==> src/rtl/uart_pkg.sv <==
// Shared types for the UART receiver: FSM state encoding and bit-period helper.
package uart_pkg;

   typedef enum logic [2:0] {
      IDLE,
      START,
      DATA,
      PARITY,
      STOP,
      BREAK
   } rx_state_t;

   function automatic int unsigned clks_per_bit(input int unsigned freq_hz,
                                                input int unsigned baud);
      return freq_hz / baud;
   endfunction

endpackage

==> src/rtl/uart_rx_sync.sv <==
// Multi-flop synchronizer for the asynchronous RX line; flops reset to the idle (high) level.
module uart_rx_sync #(
   parameter int unsigned STAGES = 2
) (
   input  logic clk,
   input  logic reset,
   input  logic async_i,
   output logic sync_o
);

   logic [STAGES-1:0] sync_q;

   always_ff @(posedge clk) begin
      if (reset) begin
         sync_q <= '1;
      end else begin
         sync_q <= {sync_q[STAGES-2:0], async_i};
      end
   end

   assign sync_o = sync_q[STAGES-1];

endmodule

==> src/rtl/uart_rx_param.sv <==
// Parametrised UART receiver with start-glitch rejection, framing errors and saturating error count.
// Optional parity bit enabled by defining UART_RX_PARITY_EN.
module uart_rx_param
   import uart_pkg::*;
#(
   parameter int unsigned FREQUENCY_IN_HZ = 50_000_000,
   parameter int unsigned BAUD            = 9600,
   parameter int unsigned DATA_BITS       = 8,
   parameter int unsigned SYNC_STAGES     = 2,
   parameter int unsigned PARITY_ODD      = 0
) (
   input  logic                 clk,
   input  logic                 reset,
   input  logic                 io_rx,
   output logic                 io_data_valid,
   output logic [DATA_BITS-1:0] io_data_packet,
   output logic                 io_frame_error,
   output logic                 io_parity_error,
   output logic [7:0]           io_error_count,
   output logic                 io_busy
);

   localparam int unsigned CPB = clks_per_bit(FREQUENCY_IN_HZ, BAUD);
   localparam int unsigned CW  = $clog2(CPB);
   localparam int unsigned IW  = $clog2(DATA_BITS);
   localparam logic [CW-1:0] HALF_M1  = CW'(CPB / 2 - 1);
   localparam logic [CW-1:0] FULL_M1  = CW'(CPB - 1);
   localparam logic [IW-1:0] LAST_BIT = IW'(DATA_BITS - 1);
   localparam logic PAR_ODD_BIT = (PARITY_ODD != 0);
`ifdef UART_RX_PARITY_EN
   localparam logic PAR_EN = 1'b1;
`else
   localparam logic PAR_EN = 1'b0;
`endif

   rx_state_t            state_q, state_d;
   logic [CW-1:0]        cnt_q, cnt_d;
   logic [IW-1:0]        idx_q, idx_d;
   logic [DATA_BITS-1:0] sr_q, sr_d;
   logic                 par_bad_q, par_bad_d;
   logic                 valid_q, valid_d;
   logic [DATA_BITS-1:0] packet_q, packet_d;
   logic                 ferr_q, ferr_d;
   logic                 perr_q, perr_d;
   logic [7:0]           errcnt_q, errcnt_d;
   logic                 rx_s;

   uart_rx_sync #(.STAGES(SYNC_STAGES)) u_sync (
      .clk    (clk),
      .reset  (reset),
      .async_i(io_rx),
      .sync_o (rx_s)
   );

   always_comb begin
      state_d   = state_q;
      cnt_d     = cnt_q;
      idx_d     = idx_q;
      sr_d      = sr_q;
      par_bad_d = par_bad_q;
      packet_d  = packet_q;
      valid_d   = 1'b0;
      ferr_d    = 1'b0;
      perr_d    = 1'b0;
      errcnt_d  = errcnt_q;
      case (state_q)
         IDLE: begin
            if (!rx_s) begin
               state_d = START;
               cnt_d   = '0;
            end
         end
         START: begin
            if (cnt_q == HALF_M1) begin
               cnt_d     = '0;
               idx_d     = '0;
               par_bad_d = 1'b0;
               state_d   = rx_s ? IDLE : DATA;
            end else begin
               cnt_d = cnt_q + 1'b1;
            end
         end
         DATA: begin
            if (cnt_q == FULL_M1) begin
               cnt_d       = '0;
               sr_d[idx_q] = rx_s;
               if (idx_q == LAST_BIT) begin
                  state_d = PAR_EN ? PARITY : STOP;
               end else begin
                  idx_d = idx_q + 1'b1;
               end
            end else begin
               cnt_d = cnt_q + 1'b1;
            end
         end
         PARITY: begin
            if (cnt_q == FULL_M1) begin
               cnt_d     = '0;
               par_bad_d = rx_s != ((^sr_q) ^ PAR_ODD_BIT);
               state_d   = STOP;
            end else begin
               cnt_d = cnt_q + 1'b1;
            end
         end
         STOP: begin
            // Leave at mid-stop-bit so a start edge immediately after the stop bit is caught.
            if (cnt_q == FULL_M1) begin
               cnt_d = '0;
               if (!rx_s) begin
                  ferr_d  = 1'b1;
                  state_d = BREAK;
               end else if (PAR_EN && par_bad_q) begin
                  perr_d  = 1'b1;
                  state_d = IDLE;
               end else begin
                  valid_d  = 1'b1;
                  packet_d = sr_q;
                  state_d  = IDLE;
               end
            end else begin
               cnt_d = cnt_q + 1'b1;
            end
         end
         BREAK: begin
            if (rx_s) begin
               state_d = IDLE;
            end
         end
         default: state_d = IDLE;
      endcase
      if ((ferr_d || perr_d) && (errcnt_q != 8'hFF)) begin
         errcnt_d = errcnt_q + 8'd1;
      end
   end

   always_ff @(posedge clk) begin
      if (reset) begin
         state_q   <= IDLE;
         cnt_q     <= '0;
         idx_q     <= '0;
         sr_q      <= '0;
         par_bad_q <= 1'b0;
         valid_q   <= 1'b0;
         packet_q  <= '0;
         ferr_q    <= 1'b0;
         perr_q    <= 1'b0;
         errcnt_q  <= '0;
      end else begin
         state_q   <= state_d;
         cnt_q     <= cnt_d;
         idx_q     <= idx_d;
         sr_q      <= sr_d;
         par_bad_q <= par_bad_d;
         valid_q   <= valid_d;
         packet_q  <= packet_d;
         ferr_q    <= ferr_d;
         perr_q    <= perr_d;
         errcnt_q  <= errcnt_d;
      end
   end

   assign io_data_valid   = valid_q;
   assign io_data_packet  = packet_q;
   assign io_frame_error  = ferr_q;
   assign io_parity_error = perr_q;
   assign io_error_count  = errcnt_q;
   assign io_busy         = (state_q != IDLE);

endmodule

==> config.mk <==
export PLATFORM = sky130hd
export DESIGN_NAME = uart_rx_param
export DESIGN_NICKNAME = d
export VERILOG_FILES = /design/src/rtl/uart_pkg.sv /design/src/rtl/uart_rx_sync.sv /design/src/rtl/uart_rx_param.sv
export SDC_FILE = /design/constraint.sdc
export NUM_CORES = 1
export LEC_CHECK = 0
export CORE_AREA = 8 8 98 100
export DETAILED_ROUTE_END_ITERATION = 6
export DIE_AREA = 0 0 106 108
export HOLD_SLACK_MARGIN = 0.12
export PLACE_DENSITY_LB_ADDON = 0.25
export SLEW_MARGIN = 20
export SYNTH_ARGS = -nofsm -noshare
export SYNTH_HDL_FRONTEND = slang
export SYNTH_HIERARCHICAL = 1
export SYNTH_SLANG_ARGS = --single-unit
==> constraint.sdc <==
create_clock -name clk -period 2.55 [get_ports clk]
set_input_delay 0.765 -clock clk [delete_from_list [all_inputs] [get_ports clk]]
set_output_delay 0.765 -clock clk [all_outputs]
set_load 0.005 [all_outputs]
==> flow_metrics.tcl <==
set metrics [dict create \
    min-delay-path-class "flip-flop to flip-flop" \
    worstPathRequired_ns 1.79 \
    synth_top_flop_cell "dfxtp_1" \
    drc 0 \
    clkTransAtPathRegs_ns 0.09 \
    ant_nets 0 \
    htree_levels 2 \
    die_x_um 106 \
    ctsHoldBuffers 0 \
    antenna_found_initial 0 \
    status "complete, no violations" \
    ys_seq_area_share_pct 39.8 \
    synth_cells 281 \
    ys_ff_latch 47 \
    syn_to_final_growth_pct 16.5 \
    layout_min_cycle_time_ns 2.42 \
    root_buffer "clkbuf_8" \
    cp_cell_sequence "nor3_1 -> inv_1 -> clkdlybuf4s50_1" \
    place_congestion 0.762 \
    tightest_slew_ns 0.576 \
    coreArea_mm2 0.00805 \
    first_global_vias 1934 \
    clock_latency_ns 0.31 \
    fin_cells 400 \
    skew_ns 0.00688 \
    critPathMaxFanout 14 \
    synthArstFlopShare_pct 0 \
    critical_path_class "flip-flop to primary output" \
    first_pass_iters 4 \
    rows 33 \
    slew_viol_final 0 \
    max_stage_delay_ns 0.61 \
    die_area_mm2 0.0114 \
    synth_edf_count 0 \
    grt_pass1_wl_um 9090 \
    globalRouteOverflowTotal 0 \
    worst_ep_arrival_time_ns 1.65 \
    final_core_util_pct 34.2 \
    hpwl_um 3660 \
    syn_area_mm2 0.00236 \
    start_util_pct 29.4 \
    hold_viol 0 \
    setup_viol 0 \
    max_freq_mhz 413 \
    num_vias 2002 \
    post-place-cells 393 \
    ys_types 47 \
    grt_usage_pct 9.77 \
    final_nets 302 \
    peakVddDrop_mv 0.165 \
    pre_cts_ws_ns 0.276 \
    fp.dieH_um 108 \
    fin_ws_ns 0.132 \
    rsz0062_at_grt "no" \
    drive_above_1_share_pct 6.10 \
    powerDensity_mw_per_mm2 488 \
    io_pins 23 \
    portBuffers 21 \
    cts_max_path_buffers 2 \
    drtIter0Drc 88 \
    wirelength_um 5260 \
    cts_made_buffers 5 \
    cp_slowest_cell "dfxtp_1" \
    yosysWarnings 6 \
    cts_sinks 47 \
    end_kind "primary output" \
    drv_cap 0 \
    finalCritPeriodShare_pct 94.8 \
    synth_nets 288 \
    start_kind "flip-flop" \
    antennaDiodeCount 0 \
    p_total_mw 1.35 \
    routed_via_density 5.01 \
    grt_max_degree 37 \
    cts_tree "yes" \
    wl_per_cell_um 13.2 \
    avgSynthCellArea_um2 8.42 \
    finalSetupTns_ns 0 \
    leakage_nw 0.849 \
    fill_cells 849 \
    max-slew-margin-rel_pct 61.3 \
]
==> cells by family (layout without fill, tap and decap cells) <==
logic type,Yosys count,after routing,share of synthesized area (%)
flops,47,47,39.8
simple gates,146,146,35.1
compound gates,45,45,12.2
mux,5,5,2.12
fa+ha+maj,4,4,2.12
other cells,1,1,0.159
xor+xnor,13,13,4.81
buf+inv,20,34,3.76
==> synthesized netlist by cell type, drive strengths merged, types with 4 or more instances <==
cell / n / share of area [%]
a21oi: 17 / 3.6
mux2i: 5 / 2.1
nor2: 35 / 5.6
and4bb: 5 / 2.6
ha: 4 / 2.1
inv: 4 / 0.63
nand4: 7 / 2.1
nand2: 37 / 5.9
buf: 7 / 1.7
o21ai: 11 / 2.3
nand2b: 5 / 1.3
o211ai: 4 / 1.3
clkbuf: 9 / 1.4
nand3: 11 / 2.3
nor3: 8 / 1.7
dfxtp: 47 / 40
xnor2: 12 / 4.4
nor4b: 5 / 3.0
nor4: 8 / 2.1
==> state kept, by name, summed over array words and instances (netlist names) <==
name / count
u_sync/sync_q: 2
io_data_valid: 1
state_q: 3
idx_q: 3
sr_q: 8
io_error_count: 8
cnt_q: 13
io_frame_error: 1
io_data_packet: 8
==> path summary, 6_finish.rpt <==
check                         startpoint                           to  slack, ns  cells after the start
min          u_sync/sync_q[0]$_SDFF_PP1_  u_sync/sync_q[1]$_SDFF_PP1_       0.42                      1
max              state_q[1]$_SDFFE_PP0P_                      io_busy       0.13                      3
min reg2reg  u_sync/sync_q[0]$_SDFF_PP1_  u_sync/sync_q[1]$_SDFF_PP1_       0.42                      1
max reg2reg        cnt_q[0]$_SDFFE_PP0P_        cnt_q[6]$_SDFFE_PP0P_       0.23                      6
==> final cells by class <==
type | instances | area, um2 | area share (%)
clock buffer | 5 | 68.8 | 2.50
clock inverter | 2 | 37.5 | 1.36
inverter | 4 | 15.0 | 0.545
multi-input combinational | 214 | 1340 | 48.5
sequential | 47 | 942 | 34.2
tap | 105 | 131 | 4.77
timing repair buffer | 23 | 225 | 8.17
==> worst max-delay path: cells and delay by family (launching register included) <==
family        cells  cell delay (ns)
buf+inv           2             0.62
flops             1             0.61
simple gates      1             0.12
==> where the power goes <==
group	internal (mW)	total [mW]	switching (mW)
Clock	0.287	0.544	0.258
Sequential	0.737	0.746	0.00917
Combinational	0.0176	0.0546	0.0370
==> cell usage in the layout, fill, tap and decap left out, types with 3 or more instances in the layout <==
cell type,n
nand2b_1,5
mux2i_1,5
nand3b_1,3
o21ai_0,8
nor3b_1,3
nor3_1,8
a21oi_1,17
xnor2_1,12
o211ai_1,4
o31ai_1,3
a31oi_1,3
dfxtp_1,46
nor4bb_1,3
nor2b_1,3
o21ai_1,3
ha_1,4
clkbuf_8,5
nand2_1,37
nor2_1,35
and2_1,3
inv_1,4
nand3_1,11
clkdlybuf4s50_1,21
and4bb_1,4
nand4_1,6
nor4_1,8
==> through the flow <==
stage	hold slack, ns	cell area [um2]
after floorplan	0.383	2360
after global placement	0.392	2650
after detailed placement	0.396	2650
after CTS	0.423	2750
after global routing	0.459	2760
final	0.421	2760
==> routing by layer <==
layer	up-vias	track usage [%]	wire length, um
met5	-	0	0
met4	0	5.43	133
met3	9	2.56	285
met2	51	15.7	2390
met1	920	11.7	2450
li1	1022	-	-
==> what timing repair did <==
item	4_1_cts	5_1_grt
endpoints found under the hold margin	0	0
resized for setup	0	1
buffers inserted	0	0
endpoints found under the setup margin	0	1
No activity file was read; power rests on OpenSTA's default activity.
